`src/rtl/seg_scan_decoder_pkg.sv`:
```
// Shared constants for the 7-segment scan receiver: glyph patterns (active-high,
// {g,f,e,d,c,b,a}), FSM encodings and small helpers.
package seg_scan_decoder_pkg;

  localparam logic [6:0] GLYPH_0     = 7'h3F;
  localparam logic [6:0] GLYPH_1     = 7'h06;
  localparam logic [6:0] GLYPH_2     = 7'h5B;
  localparam logic [6:0] GLYPH_3     = 7'h4F;
  localparam logic [6:0] GLYPH_4     = 7'h66;
  localparam logic [6:0] GLYPH_5     = 7'h6D;
  localparam logic [6:0] GLYPH_6     = 7'h7D;
  localparam logic [6:0] GLYPH_7     = 7'h07;
  localparam logic [6:0] GLYPH_8     = 7'h7F;
  localparam logic [6:0] GLYPH_9     = 7'h6F;
  localparam logic [6:0] GLYPH_A     = 7'h77;
  localparam logic [6:0] GLYPH_B     = 7'h7C;
  localparam logic [6:0] GLYPH_C     = 7'h39;
  localparam logic [6:0] GLYPH_D     = 7'h5E;
  localparam logic [6:0] GLYPH_E     = 7'h79;
  localparam logic [6:0] GLYPH_F     = 7'h71;
  localparam logic [6:0] GLYPH_BLANK = 7'h00;

  localparam logic [1:0] S_WAIT    = 2'd0;
  localparam logic [1:0] S_STABLE  = 2'd1;
  localparam logic [1:0] S_LATCHED = 2'd2;

  typedef struct packed {
    logic       known;
    logic       blank;
    logic [3:0] nibble;
  } glyph_dec_t;

  // Only meaningful for one-hot inputs; callers gate with $onehot.
  function automatic logic [1:0] onehot_to_idx(input logic [3:0] oh);
    case (oh)
      4'b0010: onehot_to_idx = 2'd1;
      4'b0100: onehot_to_idx = 2'd2;
      4'b1000: onehot_to_idx = 2'd3;
      default: onehot_to_idx = 2'd0;
    endcase
  endfunction

endpackage

```
`src/rtl/seg7_glyph_decode.sv`:
```
// Combinational 7-segment pattern to nibble decoder; all-off decodes as a known
// blank digit, anything outside the glyph table is reported as unknown.
module seg7_glyph_decode
  import seg_scan_decoder_pkg::*;
(
  input  logic [6:0] i_seg,
  output glyph_dec_t o_dec
);

  always_comb begin
    o_dec = '{known: 1'b1, blank: 1'b0, nibble: 4'h0};
    case (i_seg)
      GLYPH_0:     o_dec.nibble = 4'h0;
      GLYPH_1:     o_dec.nibble = 4'h1;
      GLYPH_2:     o_dec.nibble = 4'h2;
      GLYPH_3:     o_dec.nibble = 4'h3;
      GLYPH_4:     o_dec.nibble = 4'h4;
      GLYPH_5:     o_dec.nibble = 4'h5;
      GLYPH_6:     o_dec.nibble = 4'h6;
      GLYPH_7:     o_dec.nibble = 4'h7;
      GLYPH_8:     o_dec.nibble = 4'h8;
      GLYPH_9:     o_dec.nibble = 4'h9;
      GLYPH_A:     o_dec.nibble = 4'hA;
      GLYPH_B:     o_dec.nibble = 4'hB;
      GLYPH_C:     o_dec.nibble = 4'hC;
      GLYPH_D:     o_dec.nibble = 4'hD;
      GLYPH_E:     o_dec.nibble = 4'hE;
      GLYPH_F:     o_dec.nibble = 4'hF;
      GLYPH_BLANK: o_dec.blank  = 1'b1;
      default:     o_dec.known  = 1'b0;
    endcase
  end

endmodule

```
`src/rtl/seg_scan_decoder.sv`:
```
// Receive side of a multiplexed 4-digit 7-segment scan: recovers the 16-bit hex
// value and per-digit blank flags, with stability filtering and loss detection.
//
// state     | meaning
// S_WAIT    | no single digit selected, waiting for a one-hot sel
// S_STABLE  | one digit selected, counting cycles of unchanged sel+seg
// S_LATCHED | slot taken for this dwell, waiting for sel to move on
module seg_scan_decoder
  import seg_scan_decoder_pkg::*;
#(
  parameter int STABLE_CNT     = 16,
  parameter int TIMEOUT_CNT    = 400_000,
  parameter int SEL_ACTIVE_LOW = 1,
  parameter int SEG_ACTIVE_LOW = 0
) (
  input  logic        clk,
  input  logic        rst,
  input  logic [3:0]  sel_in,
  input  logic [6:0]  seg_in,
  output logic [15:0] data,
  output logic [3:0]  blank,
  output logic        frame_valid,
  output logic        glyph_err,
  output logic        lost
);

  localparam int ST_W = $clog2(STABLE_CNT);
  localparam int TO_W = $clog2(TIMEOUT_CNT);
  localparam logic [ST_W-1:0] ST_LAST = ST_W'(STABLE_CNT - 1);
  localparam logic [TO_W-1:0] TO_LAST = TO_W'(TIMEOUT_CNT - 1);

  logic [3:0]      r_sel_s1, r_sel_s2, r_sel_prev;
  logic [6:0]      r_seg_s1, r_seg_s2, r_seg_prev;
  logic [1:0]      r_state;
  logic [ST_W-1:0] r_stab_cnt;
  logic [TO_W-1:0] r_to_cnt;
  logic [3:0][3:0] r_sh_nib;
  logic [3:0]      r_sh_blank;
  logic [3:0]      r_mask;
  logic [15:0]     r_data;
  logic [3:0]      r_blank;
  logic            r_frame_valid, r_glyph_err, r_lost;

  logic [3:0]      w_sel;
  logic [6:0]      w_seg;
  logic            w_onehot, w_changed, w_sel_changed, w_accept;
  logic [1:0]      w_state_nx, w_slot;
  logic [ST_W-1:0] w_cnt_nx;
  glyph_dec_t      w_dec;

  always_ff @(posedge clk or negedge rst) begin
    if (!rst) begin
      r_sel_s1   <= '0;
      r_sel_s2   <= '0;
      r_seg_s1   <= '0;
      r_seg_s2   <= '0;
      r_sel_prev <= '0;
      r_seg_prev <= '0;
    end else begin
      r_sel_s1   <= sel_in;
      r_sel_s2   <= r_sel_s1;
      r_seg_s1   <= seg_in;
      r_seg_s2   <= r_seg_s1;
      r_sel_prev <= w_sel;
      r_seg_prev <= w_seg;
    end
  end

  assign w_sel         = (SEL_ACTIVE_LOW != 0) ? ~r_sel_s2 : r_sel_s2;
  assign w_seg         = (SEG_ACTIVE_LOW != 0) ? ~r_seg_s2 : r_seg_s2;
  assign w_onehot      = $onehot(w_sel);
  assign w_sel_changed = (w_sel != r_sel_prev);
  assign w_changed     = w_sel_changed || (w_seg != r_seg_prev);
  assign w_slot        = onehot_to_idx(w_sel);

  seg7_glyph_decode u_decode (
    .i_seg (w_seg),
    .o_dec (w_dec)
  );

  always_comb begin
    w_state_nx = r_state;
    w_cnt_nx   = r_stab_cnt;
    w_accept   = 1'b0;
    case (r_state)
      S_WAIT: begin
        if (w_onehot) begin
          w_state_nx = S_STABLE;
          w_cnt_nx   = '0;
        end
      end
      S_STABLE: begin
        if (w_changed) begin
          w_cnt_nx = '0;
          if (!w_onehot) w_state_nx = S_WAIT;
        end else if (r_stab_cnt == ST_LAST) begin
          w_accept   = 1'b1;
          w_state_nx = S_LATCHED;
          w_cnt_nx   = '0;
        end else begin
          w_cnt_nx = r_stab_cnt + 1'b1;
        end
      end
      S_LATCHED: begin
        // seg-only changes here are sender transition ghosting and are ignored
        if (w_sel_changed) begin
          w_cnt_nx   = '0;
          w_state_nx = w_onehot ? S_STABLE : S_WAIT;
        end
      end
      default: begin
        w_state_nx = S_WAIT;
        w_cnt_nx   = '0;
      end
    endcase
  end

  always_ff @(posedge clk or negedge rst) begin
    if (!rst) begin
      r_state    <= S_WAIT;
      r_stab_cnt <= '0;
    end else begin
      r_state    <= w_state_nx;
      r_stab_cnt <= w_cnt_nx;
    end
  end

  always_ff @(posedge clk or negedge rst) begin
    if (!rst) begin
      r_sh_nib      <= '0;
      r_sh_blank    <= '0;
      r_mask        <= '0;
      r_to_cnt      <= '0;
      r_data        <= 16'h0000;
      r_blank       <= 4'hF;
      r_frame_valid <= 1'b0;
      r_glyph_err   <= 1'b0;
      r_lost        <= 1'b1;
    end else begin
      r_frame_valid <= 1'b0;
      r_glyph_err   <= 1'b0;

      if (r_mask == 4'hF) begin
        r_data        <= r_sh_nib;
        r_blank       <= r_sh_blank;
        r_frame_valid <= 1'b1;
        r_lost        <= 1'b0;
        r_mask        <= '0;
      end else if (w_accept) begin
        if (w_dec.known) begin
          r_sh_nib[w_slot]   <= w_dec.nibble;
          r_sh_blank[w_slot] <= w_dec.blank;
          r_mask[w_slot]     <= 1'b1;
        end else begin
          r_glyph_err <= 1'b1;
          r_mask      <= '0;
        end
      end else if (r_to_cnt == TO_LAST) begin
        r_lost <= 1'b1;
        r_mask <= '0;
      end

      if (w_accept && w_dec.known) begin
        r_to_cnt <= '0;
      end else if (r_to_cnt != TO_LAST) begin
        r_to_cnt <= r_to_cnt + 1'b1;
      end
    end
  end

  assign data        = r_data;
  assign blank       = r_blank;
  assign frame_valid = r_frame_valid;
  assign glyph_err   = r_glyph_err;
  assign lost        = r_lost;

endmodule

```
`config.mk`:
```
export PLATFORM = sky130hd
export DESIGN_NAME = seg_scan_decoder
export DESIGN_NICKNAME = d
export VERILOG_FILES = /design/src/rtl/seg_scan_decoder_pkg.sv /design/src/rtl/seg7_glyph_decode.sv /design/src/rtl/seg_scan_decoder.sv
export SDC_FILE = /design/constraint.sdc
export NUM_CORES = 1
export LEC_CHECK = 0
export ABC_AREA = 1
export ABC_CLOCK_PERIOD_IN_PS = 2900
export CAP_MARGIN = 20
export CELL_PAD_IN_SITES_DETAIL_PLACEMENT = 2
export CELL_PAD_IN_SITES_GLOBAL_PLACEMENT = 2
export CORE_AREA = 2 2 119 121
export DETAILED_ROUTE_END_ITERATION = 7
export DIE_AREA = 0 0 121 123
export PLACE_DENSITY_LB_ADDON = 0.1
export SLEW_MARGIN = 20
export SYNTH_ARGS = -nofsm -noshare
export SYNTH_HDL_FRONTEND = slang
export SYNTH_HIERARCHICAL = 1
export SYNTH_SLANG_ARGS = --single-unit
```
`constraint.sdc`:
```
create_clock -name clk -period 2.9 [get_ports clk]
set_clock_uncertainty 0.05 [all_clocks]
set_input_delay 0.435 -clock clk [delete_from_list [all_inputs] [get_ports clk]]
set_output_delay 0.435 -clock clk [all_outputs]
set_load 0.01 [all_outputs]
```
==> results.py <==
metrics = {
    "outcome": {
        "status": "finished, final reports clean",
    },
    "logic_synthesis": {
        "yosysWarnings": 6,
        "synthFlopType": "dfrtp_1",
        "syn_area_sq_um": 4800,
        "yosysTopAreaCellShare": 0.521,
        "async_reset_ff_frac": 1.00,
        "synthCells": 558,
        "synth_seq_cells": 105,
        "synth_cell_types": 36,
        "syn_nets": 578,
        "yosysMostFrequentCell": "nand2_1",
        "ys_seq_area_frac": 0.548,
        "synth.avg_cell_area_sq_um": 8.61,
        "synth_top_area_cell": "dfrtp_1",
        "yosys-top-cells-area": "dfrtp_1 (52%), nand2_1 (14%), inv_1 (5.1%), nand4_1 (4.0%), nor2_1 (3.9%)",
        "synth_common_cells": "nand2_1 (185), dfrtp_1 (100), inv_1 (65)",
        "synth_edf_count": 0,
    },
    "timing": {
        "post-route-period-util": 0.917,
        "tightest_slew_ps": 705,
        "rsz0062_at_grt": "false",
        "clock.fmax_mhz": 376,
        "slew_violations": 0,
        "hold_viol": 0,
        "timing.hold.ws_ps": 72.8,
        "setup_tns_ps": 0,
        "maxSlewHeadroom": 0.530,
        "fin_crit_ps": 2660,
        "setup_violations": 0,
    },
    "route": {
        "ant_nets": 0,
        "viasPerCell": 4.88,
        "first_iter_violations": 118,
        "wl_per_cell_um": 15.3,
        "wirelength_mm": 12.0,
        "drc_errors": 0,
        "vias": 3828,
        "drt-pass1-iter-count": 4,
    },
    "worst_setup_path": {
        "end_kind": "flip-flop",
        "crit_path_top_delay_cell": "fa_1",
        "required_ps": 3120,
        "crit_cells": 9,
        "crit_family": "adder cells",
        "crit_path_frequent_cell": "ha_1",
        "path_class": "flip-flop to flip-flop",
        "worstPathCellList": "fa_1, inv_1, ha_1, ha_1, nor3b_2, nand3b_1, nand2_1, or2_2, o21ai_0",
        "slowest_delay_ps": 550,
        "critPathLaunchType": "flip-flop",
        "critPathArrivalTime_ps": 2870,
        "ff2ff_path_depth": 9,
        "critPathMaxFanout": 7,
        "critPathBufInv": 1,
    },
    "die": {
        "core_region_area_sq_um": 13600,
        "start_util": 0.353,
        "rows": 43,
        "fp.dieArea_sq_um": 14900,
        "die_x_um": 121,
        "io_pins": 36,
        "die_y_um": 123,
    },
    "place": {
        "dp_hpwl_mm": 8.83,
        "port-buffer-count": 35,
        "gp_congestion": 0.778,
    },
    "clock_tree": {
        "clk_root_buffer_cell": "clkbuf_16",
        "clk_pin_slew_ps": 70,
        "htreeDepth": 3,
        "clock_latency_ps": 350,
        "cts_tree": "done",
        "numCtsBuffers": 9,
        "clockBufferDepth": 2,
        "cts.sinks": 105,
        "post-cts-setup-buffers": 0,
    },
    "power_and_ir_drop": {
        "vdd_drop_max_mv": 0.219,
        "switching_share": 0.250,
        "power_density_nw_per_um2": 512,
        "totalPowerFinal_uw": 2900,
        "clock_power_share": 0.405,
        "p_int_uw": 2170,
        "net-switching-power_uw": 725,
        "p_leak_uw": 0.00288,
        "seqPwrFrac": 0.524,
        "combPwrFrac": 0.070,
    },
    "cells_and_area": {
        "drive_gt1_frac": 0.0893,
        "nNetsFinal": 620,
        "syn2layout_area_growth_pct": 17.8,
        "antennaDiodeCount": 0,
    },
    "run": {
        "max_cap_violations": 0,
    },
    "grt": {
        "gr-total-overflow": 0,
        "grt_pass1_wl_mm": 21.0,
        "antenna_found_initial": 0,
        "track_usage": 0.179,
        "grt_pass1_vias": 4204,
        "grt_max_degree": 53,
    },
    "min_path": {
        "hold_class": "input pin to async pin",
    },
}
[per-layer routing]
| layer | GRT usage | part of all wire | up-vias |
|---|---|---|---|
| met1 | 0.220 | 0.45 | 1916 |
| met2 | 0.314 | 0.50 | 43 |
| li1 | - | - | 1851 |
| met4 | 0.0741 | 0.021 | 0 |
| met3 | 0.0277 | 0.024 | 18 |
| met5 | 0 | 0 | - |
[cell families after synthesis]
logic type,after synthesis,share of synthesized area
compound gates,25,0.0300
xor+xnor,8,0.0146
fa+ha+maj,7,0.0198
buf+inv,77,0.0651
flops,105,0.548
simple gates,336,0.322
[path summary, 6_finish.rpt]
| kind | to | slack (ps) | from |
|---|---|---|---|
| setup / recovery | r_stab_cnt[0]$_DFFE_PN0P_ | 240 | r_sel_s2[0]$_DFF_PN0_ |
| hold / removal | data[12]$_DFFE_PN0P_ | 70 | rst |
| setup reg to reg | r_stab_cnt[0]$_DFFE_PN0P_ | 240 | r_sel_s2[0]$_DFF_PN0_ |
| hold reg to reg | r_seg_s2[0]$_DFF_PN0_ | 300 | r_seg_s1[0]$_DFF_PN0_ |
| max in group asynchronous | blank[1]$_DFFE_PN1P_ | 2030 | rst |
| min in group clk | r_seg_s2[0]$_DFF_PN0_ | 300 | r_seg_s1[0]$_DFF_PN0_ |
[layout make-up]
cell class                 count  area (sq um)
clock inverter                 5          40.0
timing repair buffer          41           405
multi-input combinational    376          1860
inverter                      67           251
tap                          180           225
clock buffer                  11           243
fill                        1539          7950
sequential                   105          2630
[state kept, by name, summed over array words and instances (netlist names)]
name	count
r_state	2
r_seg_prev	7
glyph_err	1
r_sel_s2	4
r_to_cnt	19
lost	1
r_stab_cnt	4
data	16
r_seg_s1	7
r_sel_prev	4
r_sh_blank	4
r_seg_s2	7
r_mask	4
r_sh_nib	16
blank	4
r_sel_s1	4
frame_valid	1
[power groups by stage]
| stage | registers [uW] | logic [uW] | clock network, uW |
|---|---|---|---|
| finish | 1520 | 203 | 1170 |
| global route | 1520 | 233 | 1270 |
| CTS | 1520 | 208 | 1220 |
| detailed placement | 1550 | 203 | 0 |
| global placement | 1540 | 190 | 0 |
| floorplan | 1540 | 113 | 0 |
[repair_timing]
action | CTS | global route
setup endpoints to repair | 0 | 1
hold buffers | 0 | 0
resized for setup | 0 | 1
[metrics by stage]
stage                     setup slack, ps   util  instances  instance area [sq um]
final                                 241  0.416        785                   5660
after detailed placement              169  0.395        769                   5370
after floorplan                       443      -        558                   4800
after CTS                             114  0.415        785                   5660
after global routing                  102  0.416        785                   5660
after global placement                321  0.395        769                   5370
[cell usage in the layout (no fill, tap or decap), drive strengths merged]
cell           instances
nor3                  11
clkdlybuf4s50         34
xnor2                  3
dfrtp                100
nor4                   4
nand3                 32
dfstp                  5
buf                    7
a22o                   1
nand4                 32
clkbuf                11
a21oi                  9
a31o                   1
o31ai                  2
nand2                189
inv                   67
or2                    2
clkinvlp               3
nor3b                  4
xor2                   5
clkinv                 2
nor2                  59
nand3b                 3
fa                     1
o21ai                 11
o211ai                 1
ha                     6
[worst register-to-register path, delay by kind of cell (launching register included)]
| family | cells | cell delay, ps |
|---|---|---|
| simple gates | 4 | 870 |
| flops | 1 | 460 |
| compound gates | 1 | 150 |
| fa+ha+maj | 3 | 1000 |
| buf+inv | 1 | 40 |
Note: power is estimated with default switching activity, not from simulation.
